===== src/rtl/usb_bitstuff_enc.sv =====
// USB transmit bit-stuffing encoder: inserts a 0 after every RUN_LEN consecutive ones past the PID window.
// Latency: one cycle from input acceptance to out_valid; one input bubble per stuffed bit.
// Backpressure: out_ready low stalls the output register and drops in_ready in the same cycle.
//
// Ports:
//   clock, reset_n              single clock, synchronous active-low reset
//   in_valid/in_ready           upstream handshake; in_bit data, in_last marks final packet bit
//   out_valid/out_ready         downstream handshake; out_bit data, out_last marks final output bit
//   busy                        packet in flight (first acceptance until out_last handed off)
//   stuff_cnt                   stuffed bits in current/most recent packet, saturating
module usb_bitstuff_enc #(
    parameter int RUN_LEN   = 6,
    parameter int SKIP_BITS = 8,
    parameter int CNT_W     = 8
) (
    input  logic             clock,
    input  logic             reset_n,
    input  logic             in_valid,
    input  logic             in_bit,
    input  logic             in_last,
    output logic             in_ready,
    output logic             out_valid,
    output logic             out_bit,
    output logic             out_last,
    input  logic             out_ready,
    output logic             busy,
    output logic [CNT_W-1:0] stuff_cnt
);

    typedef enum logic [1:0] {IDLE, SKIP, COUNT, STUFF} state_t;

    localparam logic       HAS_SKIP  = (SKIP_BITS > 0);
    localparam logic [7:0] SKIP_LAST = (SKIP_BITS > 0) ? 8'(SKIP_BITS - 1) : 8'd0;
    localparam logic [3:0] RUN_TGT   = 4'(RUN_LEN);

    state_t     state;
    logic [3:0] run;
    logic [7:0] skip_idx;
    logic       pend_last;

    logic       slot_free;
    logic       accept;
    logic       in_skip;
    logic [3:0] cur_run;
    logic [7:0] cur_skip;

    // In IDLE the first bit of a packet is processed as if run and skip_idx
    // were already cleared, so the packet-start clear and the first bit's
    // update happen in the same cycle.
    always_comb begin
        slot_free = ~out_valid | out_ready;
        in_ready  = slot_free & (state != STUFF);
        accept    = in_valid & in_ready;
        cur_run   = (state == IDLE) ? 4'd0 : run;
        cur_skip  = (state == IDLE) ? 8'd0 : skip_idx;
        in_skip   = (state == IDLE) ? HAS_SKIP : (state == SKIP);
    end

    always_ff @(posedge clock) begin
        if (!reset_n) begin
            state     <= IDLE;
            run       <= 4'd0;
            skip_idx  <= 8'd0;
            pend_last <= 1'b0;
            out_valid <= 1'b0;
            out_bit   <= 1'b0;
            out_last  <= 1'b0;
            busy      <= 1'b0;
            stuff_cnt <= '0;
        end else begin
            // Handoff of the final beat ends the packet; a new first bit
            // accepted in the same cycle re-asserts busy below.
            if (out_valid && out_ready && out_last) begin
                busy <= 1'b0;
            end
            if (out_ready) begin
                out_valid <= 1'b0;
            end

            if (accept) begin
                out_valid <= 1'b1;
                out_bit   <= in_bit;
                out_last  <= in_last;
                if (state == IDLE) begin
                    stuff_cnt <= '0;
                    busy      <= 1'b1;
                end
                if (in_skip) begin
                    run      <= 4'd0;
                    skip_idx <= cur_skip + 8'd1;
                    if (in_last) begin
                        state <= IDLE;
                    end else if (cur_skip == SKIP_LAST) begin
                        state <= COUNT;
                    end else begin
                        state <= SKIP;
                    end
                end else if (in_bit && ((cur_run + 4'd1) == RUN_TGT)) begin
                    // The stuffed 0 becomes the packet end, so the data 1 is not last.
                    run       <= cur_run + 4'd1;
                    pend_last <= in_last;
                    out_last  <= 1'b0;
                    state     <= STUFF;
                end else begin
                    run   <= in_bit ? (cur_run + 4'd1) : 4'd0;
                    state <= in_last ? IDLE : COUNT;
                end
            end else if (state == STUFF && slot_free) begin
                out_valid <= 1'b1;
                out_bit   <= 1'b0;
                out_last  <= pend_last;
                run       <= 4'd0;
                if (stuff_cnt != '1) begin
                    stuff_cnt <= stuff_cnt + CNT_W'(1);
                end
                state <= pend_last ? IDLE : COUNT;
            end
        end
    end

endmodule

===== config.mk =====
export PLATFORM = sky130hd
export DESIGN_NAME = usb_bitstuff_enc
export DESIGN_NICKNAME = d
export VERILOG_FILES = /design/src/rtl/usb_bitstuff_enc.sv
export SDC_FILE = /design/constraint.sdc
export NUM_CORES = 1
export LEC_CHECK = 0
export ABC_AREA = 1
export ABC_CLOCK_PERIOD_IN_PS = 1540
export CAP_MARGIN = 5
export CORE_MARGIN = 3
export CORE_UTILIZATION = 49
export CTS_BUF_LIST = sky130_fd_sc_hd__clkbuf_4 sky130_fd_sc_hd__clkbuf_8 sky130_fd_sc_hd__clkbuf_16
export DETAILED_ROUTE_END_ITERATION = 6
export PLACE_DENSITY = 0.85
export SETUP_SLACK_MARGIN = 0.1
export SLEW_MARGIN = 20
export SYNTH_ARGS = -nofsm -noshare
export SYNTH_HDL_FRONTEND = slang
export SYNTH_SLANG_ARGS = --single-unit

===== constraint.sdc =====
create_clock -name clock -period 1.54 [get_ports clock]
set_input_delay 0.231 -clock clock [delete_from_list [all_inputs] [get_ports clock]]
set_output_delay 0.231 -clock clock [all_outputs]
set_load 0.02 [all_outputs]

* Word-level counts from Yosys, hierarchy flattened *
Cells that the tools add are included.
Widths: inputs -> output; s select.

cells by class
  add/subtract/negate cells = 3
  equality and inequality tests = 7
  multiplexer cells = 32
  bitwise gates (word level) = 5
  reductions and logical operators = 11

operator list
  kind                 count
  $mux 8               5
  $mux 4               6
  $add 8x1->8 const B  2
  $mux 2               8
  $mux 1               13
  $eq 8x3->1 const B   1
  $ne 8x8->1 const B   1
  $reduce_and 3->1     2
  $add 4x1->4 const B  1
  $eq 4x3->1 const B   1
  $logic_and 1x1->1    4
  $reduce_bool 2->1    2
  $reduce_bool 3->1    1
  $and 1x1->1          2
  $eq 2x1->1 const B   1
  $eq 2x2->1 const B   1
  $logic_not 2->1      1
  $ne 2x1->1 const B   1
  $ne 2x2->1 const B   1
  $not 1->1            2
  $reduce_and 2->1     1
  $or 1x1->1           1

storage, ports and cells
  register bits = 27
  input port bits = 6
  output and inout bits = 13
  word-level logic and storage cells = 67

* Logic depth before layout (Yosys ltp) *
Gate-level depths: netlist (run 1).

  depth after elaboration = 8
  mapped depth = 12
  gate-level depth less buffers = 12

* Worst setup path after synthesis (run 1) *
Ideal clock, no wire load.

  kind = reg2reg
  start = register state[1]
  end = register skip_idx[6]
  library setup time = 109 ps
  data arrival time = 1452 ps
  required time = 1431 ps
  slack = -21 ps
  cell stages (with the launch flop) = 12
  path buffers = 1
  clock period less this slack = 1561 ps
  cells stage by stage = dfxtp_1 > nor2_2 > buf_6 > nor2_1 > ha_1 > inv_1 > nor2_1 > nand2_1 > o21ai_1 > nand3_1 > nand2_1 > inv_1

between the ends
  word-level cells in the longest chain between the ends = 4
  elaborated cells on any way between the ends = 9
  classes of those cells = add/sub (1); eq/ne (2); mux (2); bitwise (2); reduce/logical (2)

RTL lines
  item                                                                 line  source
  start, declared                                                      36    state_t state;
  start signal, assigned                                               106   state <= in_last ? IDLE : COUNT;
  start signal, assigned                                               116   state <= pend_last ? IDLE : COUNT;
  parallel branches: the longest is 4 deep, another holds $add 8x1->8  --
  end signal, assigned                                                 90    skip_idx <= cur_skip + 8'd1;
  end, declared                                                        38    logic [7:0] skip_idx;

Parallel ways; which one is timed is not known.
A chain may end at the register's enable or synchronous reset.

* Worst setup path after layout (run 1) *
  start = register state[1]
  end = register run[2]

between the ends
  word-level cells in the longest chain between the ends = 8
  elaborated cells on any way between the ends = 17
  classes of those cells = add/sub (1); eq/ne (4); mux (6); bitwise (2); reduce/logical (4)

RTL lines
  item                  line          source
  $logic_not 2->1       54, 56
  $mux 4                54            cur_run = (state == IDLE) ? 4'd0 : run;
  $add 4x1->4           98, 100, 105
  $eq 4x3->1            98            end else if (in_bit && ((cur_run + 4'd1) == RUN_TGT)) begin
  $logic_and 1x1->1     98
  $mux 4                98
  $mux 4                88            if (in_skip) begin
  $mux 4                80            if (accept) begin
  end signal, assigned  100           run <= cur_run + 4'd1;
  end signal, assigned  105           run <= in_bit ? (cur_run + 4'd1) : 4'd0;
  end, declared         37            logic [3:0] run;

Several ways; a longest one is shown, not always the timed one.

==> results.md, run 1 <==
- Violated checks: negative setup slack
- FF-to-FF setup slack: -0.06 ns
- Ys Warns: 0
- Chip Width: 62.5 um
- Area Growth Syn to Fin: 41.8%
- DP HPWL: 2820 um
- Levels on crit path: 10
- Period minus WS final: 1.60 ns
- Period utilisation layout: 1.04
- Filler cell count: 219
- Top cell by count, worst path: nor2_4
- Cell row count: 19
- DR iter-0 viols: 111
- Post-synth EDFFs: 0
- Chip Height: 62.5 um
- Critical path, cell by cell: buf_6 > nor2_4 > nor2_4 > ha_4 > o21bai_4 > nand3_2 > nor2_4 > buf_4 > a21oi_2 > nor2_1
- Largest cells by area after synthesis: dfxtp_1 35%, nand2_1 13%, inv_1 9.1%
- Setup WS post-layout: -0.0583 ns
- # nets final: 299
- DP Worst Slack: -0.285 ns
- Clk buf depth: 2
- Core area: 0.00290 mm2
- Overall power: 1.52 mW
- GR Overflow Total: 0
- Placed Cells: 316
- CP Class: reg2reg
- Worst Skew: 0.00211 ns
- Crit. End Element: flip-flop
- Seq. cell area: 556 um2
- Max Fclk: 0.626 GHz
- Power Density: 685 mW/mm2
- Peak VDD IR: 0.826 mV
- Hold path cells: 2
- Final Hold Vio Count: 0
- Final worst hold slack: 0.475 ns
- Slew HR: 0.589
- Initial antenna violation count: 0
- Number of max-cap violations: 0
- Synthesized flop and latch total: 27
- DRT Pass-1 Iters: 4
- Hold WC Path Type: reg2reg
- Tightest Pin Transition: 0.616 ns
- Yosys cell types: 26
- Starting density of the core: 0.540
- Antenna cells: 0
- Worst path top cell family by delay: simple AND/OR/NAND/NOR gates
- Max incr delay on CP: 0.39 ns
- RSZ-0062 raised after global routing: yes
- Worst-path fanout max: 5
- Global-route wire length before repair: 6850 um
- DRC violations left: 0
- Avg Synthesized Cell Area: 6.47 um2
- Reg clk slew, reported paths: 0.14 ns
- Core Util, Final: 0.766
- Post-synth ARST share: 0
- Routability cong.: 0.894
- Critical Path Slowest Stage Cell: dfxtp_4
- CTS tree: built
- Pleak: 1.01 nW
- Non-Filler Instances: 330
- Largest net degree at the start of global routing: 17
- Max-slew violations: 0
- Yosys top cell area share: 0.345
- Vias: 1701
- Number of global-route vias before repair: 1554
- Status: finished, violations left
- Syn Std Cell Area: 0.00157 mm2
- Post-Syn Instances: 242
- Ys flop type: dfxtp_1
- Startpoint Class: flip-flop
- # hold bufs at CTS: 0
- Multi-input combinational cell area: 0.00104 mm2
- Worst Reg-to-Reg Cells: 10
- WL final: 4430 um
- Final count of negative-setup-slack endpoints: 4
- Vias per cell: 5.15
- Ratio of cells with drive above 1 in the final layout: 0.323
- Skew-Pair Late Insertion Delay: 0.33 ns
- Die area: 0.00391 mm2
- CTS root buf: clkbuf_4
- CP arrival: 1.81 ns
- Critical Path RT: 1.75 ns
- Clock sinks: 27
- Drt wl/cell: 13.4 um
- H-tree depth: 1
- Post-synthesis sequential area ratio: 0.345
- Gr usage total: 0.215
- Cts bufs inserted: 3
- Port Buffers: 18
- Cell accounting for the most synthesized area: dfxtp_1
- Crit path buffers/inverters: 2
- IO Pins: 19
- Number of routed nets with antenna violations: 0
- Mapped Nets: 252
==> worst register-to-register path, stage by stage (launching register included) <==
cell	delay, ns
dfxtp_4	0.39
buf_6	0.12
nor2_4	0.20
nor2_4	0.07
ha_4	0.16
o21bai_4	0.16
nand3_2	0.08
nor2_4	0.05
buf_4	0.13
a21oi_2	0.09
nor2_1	0.05
==> stage by stage <==
stage               area, um2  setup TNS (ns)
floorplan                1580               0
global placement         1930           -2.63
detailed placement       1930           -3.92
CTS                      2120          -0.117
global route             2220          -0.658
finish                   2220          -0.194
==> synth_stat cells, types with 2 or more instances <==
cell type and count:
nand2_2 7, nand3_1 9, ha_1 4, a21oi_1 24
xor2_1 2, inv_1 38, nor2_2 3, inv_2 2
nand2_1 55, o21ai_0 13, dfxtp_1 27, nand4_1 7
nor2_1 37, clkbuf_1 2
==> timing repair <==
item,CTS,global route
buffers inserted,8,2
endpoints found under the setup margin,26,24
pin swaps,10,13
resized for setup,57,26
==> sequential cells by signal (all words and copies together), names as in the netlist <==
name,cells
busy,1
out_bit,1
out_last,1
out_valid,1
pend_last,1
run,4
skip_idx,8
state,2
stuff_cnt,8
==> cells in the final DEF (no fill, tap or decap), types with 6 or more instances in the layout <==
| master | netlist | final |
|---|---|---|
| nor2_1 | 37 | 27 |
| inv_1 | 38 | 34 |
| nor2_2 | 3 | 7 |
| nand4_1 | 7 | 7 |
| o21ai_0 | 13 | 6 |
| nor2_4 | 1 | 7 |
| o21ai_1 | 1 | 6 |
| a21oi_1 | 24 | 18 |
| a21oi_2 | 0 | 6 |
| dlygate4sd2_1 | 0 | 11 |
| nand2_4 | 0 | 6 |
| buf_4 | 1 | 24 |
| nand2_1 | 55 | 48 |
| nand2_2 | 7 | 8 |
| dfxtp_1 | 27 | 21 |
==> path summary, 6_finish.rpt <==
path             from     end
max          state[1]  run[2]
min            run[3]  run[3]
max reg2reg  state[1]  run[2]
min reg2reg    run[3]  run[3]
==> metal layers <==
layer / global-route usage / wire length (um) / vias up
li1: - / - / 859
met1: 0.257 / 1810 / 781
met2: 0.393 / 2340 / 53
met3: 0.0378 / 217 / 8
met4: 0.0523 / 57 / 0
met5: 0 / 0 / -
==> power breakdown <==
part	switching, mW	internal [mW]
sequential	0.0279	0.730
clock	0.214	0.119
combinational	0.250	0.181
==> logic make-up after synthesis <==
| family | Yosys count | synth area share |
|---|---|---|
| AO/OA/AOI/OAI | 43 | 0.159 |
| XOR/XNOR | 2 | 0.0112 |
| adder cells (fa/ha/maj) | 4 | 0.0320 |
| buffers and inverters | 44 | 0.113 |
| flip-flops | 27 | 0.345 |
| AND/OR/NAND/NOR | 122 | 0.340 |
==> layout make-up <==
class,count,share of cell area
clock buffer,4,0.0135
inverter,40,0.0687
multi-input combinational,171,0.467
sequential,27,0.250
tap,42,0.0237
timing repair buffer,46,0.177
No activity file was read; power rests on OpenSTA's default activity.
==> run 2, diff against run 1 <==
- GPL_TIMING_DRIVEN: default -> 0
==> run 2 against run 1 <==
The flow still finishes with violations (negative setup slack). Global-route usage fell by 1.2 points. Fmax barely moved. Routed wire length rose by 2.0%. Design area fell by 1.2%. Worst hold slack got worse by 0.14 ns. Power fell by 1.9%. Core utilization fell by 0.95 points. Clock power barely moved. Register-to-register slack barely moved. Critical path type unchanged. Critical endpoint is now state[0]. Highest routed layer unchanged.
==> results.md, run 2 (same netlist as run 1, synthesis figures left out) <==
- Status: finished, violations left
- Violated checks: negative setup slack
- Peak VDD IR: 0.727 mV
- # hold bufs at CTS: 0
- CP Class: reg2reg
- Die area: 0.00391 mm2
- Chip Height: 62.5 um
- # nets final: 295
- Crit. End Element: flip-flop
- Critical path, cell by cell: nor2_4 > buf_6 > buf_4 > buf_4 > o21bai_4 > nand3_2 > nor2_4 > nand2_4 > buf_4 > a21oi_2
- CP arrival: 1.87 ns
- Final count of negative-setup-slack endpoints: 4
- Power Density: 681 mW/mm2
- Most frequent cells in the layout: 48 x nand2_1, 36 x inv_1, 24 x nor2_1
- Max incr delay on CP: 0.42 ns
- Max Fclk: 0.626 GHz
- Clock sinks: 27
- WL final: 4520 um
- Vias: 1734
- DRT Pass-1 Iters: 4
- Critical Path RT: 1.81 ns
- Tightest Pin Transition: 0.567 ns
- Placed Cells: 302
- Largest net degree at the start of global routing: 15
- Commonest non-fill, non-tap cell in the layout: nand2_1
- CTS root buf: clkbuf_4
- Setup crit start: state[1]
- Cell row count: 19
- DR iter-0 viols: 152
- Number of global-route vias before repair: 1481
- Area Growth Syn to Fin: 40.0%
- Top Registers: skip_idx (8), stuff_cnt (8), run (4)
- Most used routing layer: met2
- Number of routed nets with antenna violations: 0
- Reg clk slew, reported paths: 0.15 ns
- Met1 usage: 0.260
- Antenna cells: 0
- Slew HR: 0.622
- Starting density of the core: 0.540
- DP HPWL: 2530 um
- Clk buf depth: 2
- RSZ-0062 raised after global routing: yes
- DRC violations left: 0
- Setup WS post-layout: -0.0570 ns
- Core area: 0.00290 mm2
- Final Hold Vio Count: 0
- Period utilisation layout: 1.04
- Top cell by count, worst path: buf_4
- Worst-path fanout max: 6
- Pleak: 0.989 nW
- Global-route wire length before repair: 6610 um
- Vias per cell: 5.32
- Hold WC Path Type: in2reg
- Period minus WS final: 1.60 ns
- Skew-Pair Late Insertion Delay: 0.33 ns
- Critical Path Slowest Stage Cell: dfxtp_4
- Worst Skew: 0.00610 ns
- Routability cong.: 0.867
- Reg-to-Reg Start: state[1]
- Chip Width: 62.5 um
- Initial antenna violation count: 0
- Met3 Use GR: 0.0396
- Non-Filler Instances: 326
- Met2 GRT Util: 0.346
- H-tree depth: 1
- IO Pins: 19
- Startpoint Class: flip-flop
- Drt wl/cell: 13.9 um
- Gr usage total: 0.203
- Core Util, Final: 0.756
- Max-slew violations: 0
- CTS tree: built
- Ratio of cells with drive above 1 in the final layout: 0.306
- GR Overflow Total: 0
- Cts bufs inserted: 3
- Port Buffers: 18
- Min-Delay Startpoint: in_valid
- Number of max-cap violations: 0
-- run 2: cell count changes in the layout (fill, tap and decap cells not counted), moves of 3 or more --
cell / before / now
nor2_1: 27 / 24
buf_4: 24 / 21
buf_6: 5 / 1
o21ai_0: 6 / 9
nand3_2: 5 / 2
-- run 2: per-stage QoR --
| step | setup TNS, ns | hold slack (ns) | power [mW] | area, um2 | setup WS, ns |
|---|---|---|---|---|---|
| after floorplan | 0 | 0.366 | 0.964 | 1580 | 0.0788 |
| after global placement | -5.20 | 0.454 | 1.05 | 1820 | -0.320 |
| after detailed placement | -5.98 | 0.462 | 1.06 | 1820 | -0.351 |
| after CTS | -0.0730 | 0.481 | 1.42 | 2010 | -0.0548 |
| after global routing | -0.500 | 0.365 | 1.56 | 2190 | -0.115 |
| final | -0.127 | 0.340 | 1.49 | 2190 | -0.0570 |
-- run 2: final timing paths --
kind / endpoint / slack [ns] / depth (start not counted)
worst max-delay path: state[0] / -0.06 / 10
worst min register to register: busy / 0.48 / 2
worst max register to register: state[0] / -0.06 / 10
worst min-delay path: out_valid / 0.34 / 3
-- run 2: final cells by class --
class	count	area [um2]
Fill cell	216	707
Timing Repair Buffer	38	313
Tap cell	42	52.6
Buffer	4	26.3
Sequential cell	27	558
Multi-Input combinational cell	171	1060
Clock buffer	4	30.0
Inverter	40	150
-- run 2: repair_timing --
item / in CTS / in global routing
setup buffers: 9 / 11
endpoints found under the setup margin: 31 / 25
hold endpoints to repair: 0 / 0
gates resized for setup: 43 / 35
pin swaps: 15 / 22
-- run 2: where the power goes --
group	internal [mW]	leakage (nW)	switching (mW)
Sequential	0.730	0.225	0.0265
Clock	0.119	0.0184	0.214
Combinational	0.156	0.747	0.247
Total	1.00	0.989	0.488
-- run 2: routing by layer --
metal / share of wire / routed length [um] / vias to the layer above
met1: 0.42 / 1880 / 794
met3: 0.062 / 282 / 23
met5: 0 / 0 / -
met4: 0.039 / 178 / 0
li1: - / - / 852
met2: 0.48 / 2180 / 65
-- run 2: worst max-delay path, delay by kind of cell (launching register included) --
family                 cells  cell delay (ns)
and+or+nand+nor            4             0.34
buffers and inverters      4             0.53
DFF                        1             0.42
AOI/OAI and AO/OA          2             0.22
